===== config.mk =====
export PLATFORM = sky130hd
export DESIGN_NAME = pow_arbiter
export DESIGN_NICKNAME = d
export VERILOG_FILES = /design/src/rtl/pow_pkg.sv /design/src/rtl/pow_engine.sv /design/src/rtl/pow_arbiter.sv
export SDC_FILE = /design/constraint.sdc
export NUM_CORES = 2
export LEC_CHECK = 0
export BUFFER_PORTS_ARGS = -buffer_cell sky130_fd_sc_hd__buf_4
export CAP_MARGIN = 20
export CORE_MARGIN = 8
export CORE_UTILIZATION = 47
export DETAILED_ROUTE_END_ITERATION = 8
export GPL_TIMING_DRIVEN = 0
export PLACE_DENSITY_LB_ADDON = 0.1
export SLEW_MARGIN = 5
export SYNTH_ARGS = -nofsm -noshare
export SYNTH_HDL_FRONTEND = slang
export SYNTH_SLANG_ARGS = --single-unit

===== constraint.sdc =====
create_clock -name clk -period 11.2 [get_ports clk]
set_input_delay 0 -clock clk [delete_from_list [all_inputs] [get_ports clk]]
set_output_delay 0 -clock clk [all_outputs]
set_load 0.01 [all_outputs]

===== src/rtl/pow_pkg.sv =====
`default_nettype none
// ============================================================================
// Module      : pow_pkg
// Description : Shared constants for the pow_arbiter slice: default operand
//               width and the state encodings of the arbiter and the engine.
// Revision    : 1.0 - initial release
// ============================================================================
package pow_pkg;

    // Default operand/result width.
    localparam int unsigned C_W_DEFAULT = 32;

    // Arbiter state encoding.
    typedef logic [1:0] arb_state_t;
    localparam arb_state_t C_ARB_IDLE  = 2'd0;
    localparam arb_state_t C_ARB_GRANT = 2'd1;
    localparam arb_state_t C_ARB_RUN   = 2'd2;
    localparam arb_state_t C_ARB_DONE  = 2'd3;

    // Engine state encoding.
    typedef logic [1:0] eng_state_t;
    localparam eng_state_t C_ENG_IDLE = 2'd0;
    localparam eng_state_t C_ENG_RUN  = 2'd1;
    localparam eng_state_t C_ENG_DONE = 2'd2;

endpackage
`default_nettype wire


===== src/rtl/pow_engine.sv =====
`default_nettype none
// ============================================================================
// Module      : pow_engine
// Description : Modular exponentiation base^exp mod 2^W using right-to-left
//               square-and-multiply, one exponent bit per cycle. Operands are
//               loaded on start; done pulses for one cycle with result valid.
// Revision    : 1.0 - initial release
// ============================================================================
module pow_engine
    import pow_pkg::*;
#(
    parameter int W = C_W_DEFAULT
) (
    input  logic         clk,
    input  logic         rst,
    input  logic         start,
    input  logic [W-1:0] base,
    input  logic [W-1:0] exp,
    output logic         done,
    output logic [W-1:0] result
);

    eng_state_t   r_state;
    eng_state_t   w_state_nxt;
    logic [W-1:0] r_acc;   // running product of selected powers
    logic [W-1:0] r_sq;    // base^(2^k) for the current bit k
    logic [W-1:0] r_exp;   // remaining exponent bits, consumed LSB first

    // State register.
    always_ff @(posedge clk) begin
        if (rst) begin
            r_state <= C_ENG_IDLE;
        end else begin
            r_state <= w_state_nxt;
        end
    end

    // Next-state logic: run until every exponent bit is consumed, then report.
    always_comb begin
        w_state_nxt = r_state;
        done        = 1'b0;
        case (r_state)
            C_ENG_IDLE: begin
                if (start) begin
                    w_state_nxt = C_ENG_RUN;
                end
            end
            C_ENG_RUN: begin
                if (r_exp == '0) begin
                    w_state_nxt = C_ENG_DONE;
                end
            end
            C_ENG_DONE: begin
                done        = 1'b1;
                w_state_nxt = C_ENG_IDLE;
            end
            default: begin
                w_state_nxt = C_ENG_IDLE;
            end
        endcase
    end

    // Datapath: load on start, then one square-and-multiply step per cycle.
    // Products are assigned to W-bit registers, so only the low W bits survive.
    always_ff @(posedge clk) begin
        if (rst) begin
            r_acc <= '0;
            r_sq  <= '0;
            r_exp <= '0;
        end else if (r_state == C_ENG_IDLE && start) begin
            r_acc <= W'(1);
            r_sq  <= base;
            r_exp <= exp;
        end else if (r_state == C_ENG_RUN && r_exp != '0) begin
            if (r_exp[0]) begin
                r_acc <= r_acc * r_sq;
            end
            r_sq  <= r_sq * r_sq;
            r_exp <= r_exp >> 1;
        end
    end

    assign result = r_acc;

endmodule
`default_nettype wire


===== src/rtl/pow_arbiter.sv =====
`default_nettype none
// ============================================================================
// Module      : pow_arbiter
// Description : Round-robin arbiter sharing one pow_engine between two
//               requesters. IDLE -> GRANT -> RUN -> DONE, operands latched in
//               GRANT, one-cycle done pulse to the served requester.
// Revision    : 1.0 - initial release
// ============================================================================
module pow_arbiter
    import pow_pkg::*;
#(
    parameter int W = C_W_DEFAULT
) (
    input  logic         clk,
    input  logic         rst,
    input  logic         req0,
    input  logic         req1,
    input  logic [W-1:0] base0,
    input  logic [W-1:0] base1,
    input  logic [W-1:0] exp0,
    input  logic [W-1:0] exp1,
    output logic         gnt0,
    output logic         gnt1,
    output logic         done0,
    output logic         done1,
    output logic [W-1:0] res,
    output logic         busy
);

    arb_state_t   r_state;
    arb_state_t   w_state_nxt;
    logic         w_pick;      // port that would win if arbitration happened now
    logic         r_winner;    // port owning the engine (0 or 1)
    logic         r_last;      // port served most recently
    logic [W-1:0] r_base;
    logic [W-1:0] r_exp;
    logic         r_start;
    logic [W-1:0] r_res;
    logic         w_eng_done;
    logic [W-1:0] w_eng_result;

    // On a tie the port not served last wins; a lone request always wins.
    assign w_pick = (req0 && req1) ? ~r_last : req1;

    // State register.
    always_ff @(posedge clk) begin
        if (rst) begin
            r_state <= C_ARB_IDLE;
        end else begin
            r_state <= w_state_nxt;
        end
    end

    // Next-state logic for the arbitration sequence.
    always_comb begin
        w_state_nxt = r_state;
        case (r_state)
            C_ARB_IDLE: begin
                if (req0 || req1) begin
                    w_state_nxt = C_ARB_GRANT;
                end
            end
            C_ARB_GRANT: begin
                w_state_nxt = C_ARB_RUN;
            end
            C_ARB_RUN: begin
                if (w_eng_done) begin
                    w_state_nxt = C_ARB_DONE;
                end
            end
            C_ARB_DONE: begin
                w_state_nxt = C_ARB_IDLE;
            end
            default: begin
                w_state_nxt = C_ARB_IDLE;
            end
        endcase
    end

    // Winner, operand capture, engine start, result capture and RR pointer.
    // start is registered so the engine sees the already-latched operands.
    always_ff @(posedge clk) begin
        if (rst) begin
            r_winner <= 1'b0;
            r_last   <= 1'b1;
            r_base   <= '0;
            r_exp    <= '0;
            r_start  <= 1'b0;
            r_res    <= '0;
        end else begin
            r_start <= (r_state == C_ARB_GRANT);
            if (r_state == C_ARB_IDLE && (req0 || req1)) begin
                r_winner <= w_pick;
            end
            if (r_state == C_ARB_GRANT) begin
                r_base <= r_winner ? base1 : base0;
                r_exp  <= r_winner ? exp1  : exp0;
            end
            if (r_state == C_ARB_RUN && w_eng_done) begin
                r_res <= w_eng_result;
            end
            if (r_state == C_ARB_DONE) begin
                r_last <= r_winner;
            end
        end
    end

    pow_engine #(
        .W (W)
    ) u_engine (
        .clk    (clk),
        .rst    (rst),
        .start  (r_start),
        .base   (r_base),
        .exp    (r_exp),
        .done   (w_eng_done),
        .result (w_eng_result)
    );

    assign busy  = (r_state != C_ARB_IDLE);
    assign gnt0  = busy && !r_winner;
    assign gnt1  = busy &&  r_winner;
    assign done0 = (r_state == C_ARB_DONE) && !r_winner;
    assign done1 = (r_state == C_ARB_DONE) &&  r_winner;
    assign res   = (r_state == C_ARB_DONE) ? r_res : '0;

endmodule
`default_nettype wire


==> summary.md <==
| Metric | Value |
|---|---|
| Main combinational cell family by area after synthesis | adder cells |
| GRT overflow | 0 |
| Initial DRT Pass Iterations | 6 |
| 1st-iter DRT viols | 2483 |
| Die Ht | 297 µm |
| Placed Area | 0.0398 mm² |
| Setup_tns | 0 ns |
| Die W | 297 µm |
| CP Capture Type | register |
| Power after layout | 2.74 mW |
| Hold Vio Cnt, Final | 0 |
| DIE AREA | 0.0882 mm² |
| Netlist cell types | 58 |
| Placed cell count | 5327 |
| Vias per cell | 5.33 |
| R2r startpoint | u_engine.r_sq[2]$_SDFFE_PP0P_ |
| Crit-path leading delay family | adder cells |
| Leakage power | 20.8 nW |
| Critical-path top delay cell | clkbuf_1 |
| DR DRC count | 0 |
| Slew Viols, Final | 0 |
| Vias | 29325 |
| Pre-CTS setup slack | 1.92 ns |
| Critical Path Source Type | register |
| Initial Util | 47.2% |
| WP data arrival | 9.83 ns |
| Area Growth Syn to Fin | 12.7% |
| Final worst setup slack | 1.73 ns |
| Most Frequent Cell on Critical Path | fa_1 |
| FMAX | 106 MHz |
| Most frequent cells in the layout | inv_1 (850), fa_1 (772), nand2_1 (517), and2_1 (432), ha_1 (259) |
| Slowest stage delay, CP | 0.88 ns |
| Core Util, Final | 53.2% |
| Worst-Margin Slew | 1.25 ns |
| Register area share after synthesis | 10.7% |
| RSZ-0062 raised after global routing | no |
| Outcome | finished clean |
| Synth Area in Simple Gates | 15.2% |
| Area share of fa/ha/maj cells after synthesis | 50.4% |
| Top_reg_cell synth | dfxtp_1 |
| Reg clk slew, reported paths | 0.08 ns |
| Global Route Usage Sum | 30.6% |
| H-tree levels | 4 |
| Post-Synth XOR/XNOR Area | 3.33% |
| Core area | 0.0786 mm² |
| Crit path time final | 9.47 ns |
| HPWL after DPL | 109000 µm |
| Syn Area/Cell | 9.05 µm² |
| Net Count, Synth | 5263 |
| Maximum clock path buffer count | 2 |
| # nets final | 5592 |
| Worst slew margin | 16.5% |
| Max-cap violations | 0 |
| Post-synth EDFFs | 0 |
| Final worst-path cycle share | 84.6% |
| Final Wtd Congestion | 0.958 |
| Worst-path maximum fanout | 10 |
| Cells after synthesis | 4100 |
| Worst Hold Launch | req0 |
| Antenna-violating nets left | 0 |
| First-pass GRT wire length | 202000 µm |
| PD cells | 65.4 mW/mm² |
| Clk root buf | clkbuf_16 |
| GR peak layer | met2 |
| Met2 Use GR | 47.1% |
| Critical path origin | u_engine.r_sq[2]$_SDFFE_PP0P_ |
| Non-filler cells, final | 5502 |
| Grt met3 use | 8.34% |
| Crit-path cells | buf_2 > clkbuf_1 > clkbuf_1 > nand2_1 > fa_1 > inv_1 > fa_1 > inv_1 > fa_1 > fa_1 > inv_1 > fa_1 > fa_1 > fa_1 > fa_1 > ha_1 > o21a_1 > a311oi_1 > o31a_1 > o31a_1 > nor3_2 > o41ai_1 > mux2i_1 > nand2_1 |
| CTS tree | done |
| Req. time, crit path | 11.56 ns |
| Largest net degree at the start of global routing | 19 |
| Peak VDD IR | 0.000160 V |
| Avg WL per Cell | 24.4 µm |
| Final setup violation count | 0 |
| Vias in the first global route | 30850 |
| Synth Register Bits | 199 |
| Setup bufs post-CTS | 0 |
| Bufs and invs on worst path | 6 |
| Clock Sink Count | 199 |
| Drt total wl | 134000 µm |
| Mux share of post-synthesis cell area | 2.59% |
| Compound-cell area share of the yosys netlist | 6.68% |
| Latest clock arrival within the worst-skew pair | 0.46 ns |
| Cell Rows | 103 |
| CTS buffer count | 17 |
| Routing usage on met1 | 40.9% |
| Leading cell type in the layout, fill and taps excluded | inv_1 |
| Worst hold slack | 0.0937 ns |
| Warning count from the yosys run | 0 |
| Worst Skew | 0.0141 ns |
| Ports | 169 |
| Async set-or-reset flop fraction in the synthesized netlist | 0% |
| Design area | 0.0418 mm² |
| I/O Buffers | 167 |
| WS Path Type | reg2reg |
| Share of cells above drive strength 1 | 5.49% |
| Mapped Area | 0.0371 mm² |
| Antenna violations before repair | 11 |
| Worst hold path type | in2reg |
==> timing repair <==
item / CTS / global route
setup endpoints to repair: 0 / 0
endpoints found under the hold margin: 65 / 0
resized for setup: 0 / 0
hold buffers: 130 / 0
==> layer usage <==
metal  wire, µm  up-vias
met5        144        -
li1           -    12959
met1      54900    14679
met3      13900      253
met2      58800     1428
met4       6250        6
==> final timing paths <==
path | end | slack (ns) | depth (start not counted)
worst max-delay path | u_engine.result[28]$_SDFFE_PP0P_ | 1.73 | 24
worst min-delay path | r_state[0]$_SDFFE_PP0P_ | 0.09 | 5
worst max register to register | u_engine.result[28]$_SDFFE_PP0P_ | 1.73 | 24
worst min register to register | r_res[4]$_SDFFE_PP0P_ | 0.45 | 2
==> logic make-up after synthesis <==
| family | after synthesis |
|---|---|
| buffers and inverters | 1086 |
| AOI/OAI and AO/OA | 370 |
| xor gates and xnor gates | 141 |
| muxes | 96 |
| adders and majority gates | 1031 |
| and+or+nand+nor | 1177 |
| DFF | 199 |
==> synth_stat cells, types with 3 or more instances <==
cell      instances  area (µm²)
o21ai_1           6        30.0
or2_2             6        37.5
and2_1          432        2700
a211oi_1        104         781
a21oi_1         125         626
a222oi_1          8        80.1
inv_1           850        3190
and3_1            3        18.8
nand4_1           4        25.0
xor2_1           37         324
nor3_1            8        40.0
buf_1            12        45.0
nand2_1         517        1940
nor4_1            9        56.3
fa_1            772       15500
dfxtp_1         199        3980
a22oi_1          24         180
nand3_1          20         100
xnor2_1         104         911
o21ai_0          23         115
o31ai_1           4        30.0
buf_2            10        50.1
nor2b_1           8        50.1
clkbuf_1        213         800
nand2b_1          5        31.3
a31oi_1           8        50.1
o21bai_1          9        67.6
mux2i_1          96         961
a21o_1           25         188
nor2_1          159         597
ha_1            259        3240
o21a_1            7        52.6
==> power by group <==
part / internal (mW) / total, mW / switching [mW]
Combinational: 0.386 / 1.08 / 0.697
Sequential: 0.850 / 0.979 / 0.129
Clock: 0.371 / 0.675 / 0.304
Total: 1.61 / 2.74 / 1.13
==> state kept, by name (all words and copies together) (netlist names) <==
register          cells
r_base               32
r_exp                32
r_res                32
u_engine.r_exp       32
u_engine.r_sq        32
u_engine.result      32
r_state               2
u_engine.r_state      2
r_last                1
r_start               1
r_winner              1
==> tightest hold or removal path, delay by kind of cell <==
| family | cells | cell delay, ns |
|---|---|---|
| compound gates | 2 | 0.17 |
| simple gates | 2 | 0.23 |
| buf+inv | 1 | 0.12 |
==> layout make-up <==
| type | count | area (µm²) |
|---|---|---|
| inverters | 850 | 3190 |
| flip-flops and latches | 199 | 3980 |
| plain buffers | 236 | 902 |
| multi-input cells | 2815 | 29000 |
| well taps | 1050 | 1310 |
| clock buffers | 19 | 453 |
| repair buffers | 310 | 2750 |
| clock inverters | 13 | 184 |
| diodes | 10 | 25.0 |
| fillers | 7617 | 36800 |
No activity file was read; power rests on OpenSTA's default activity.
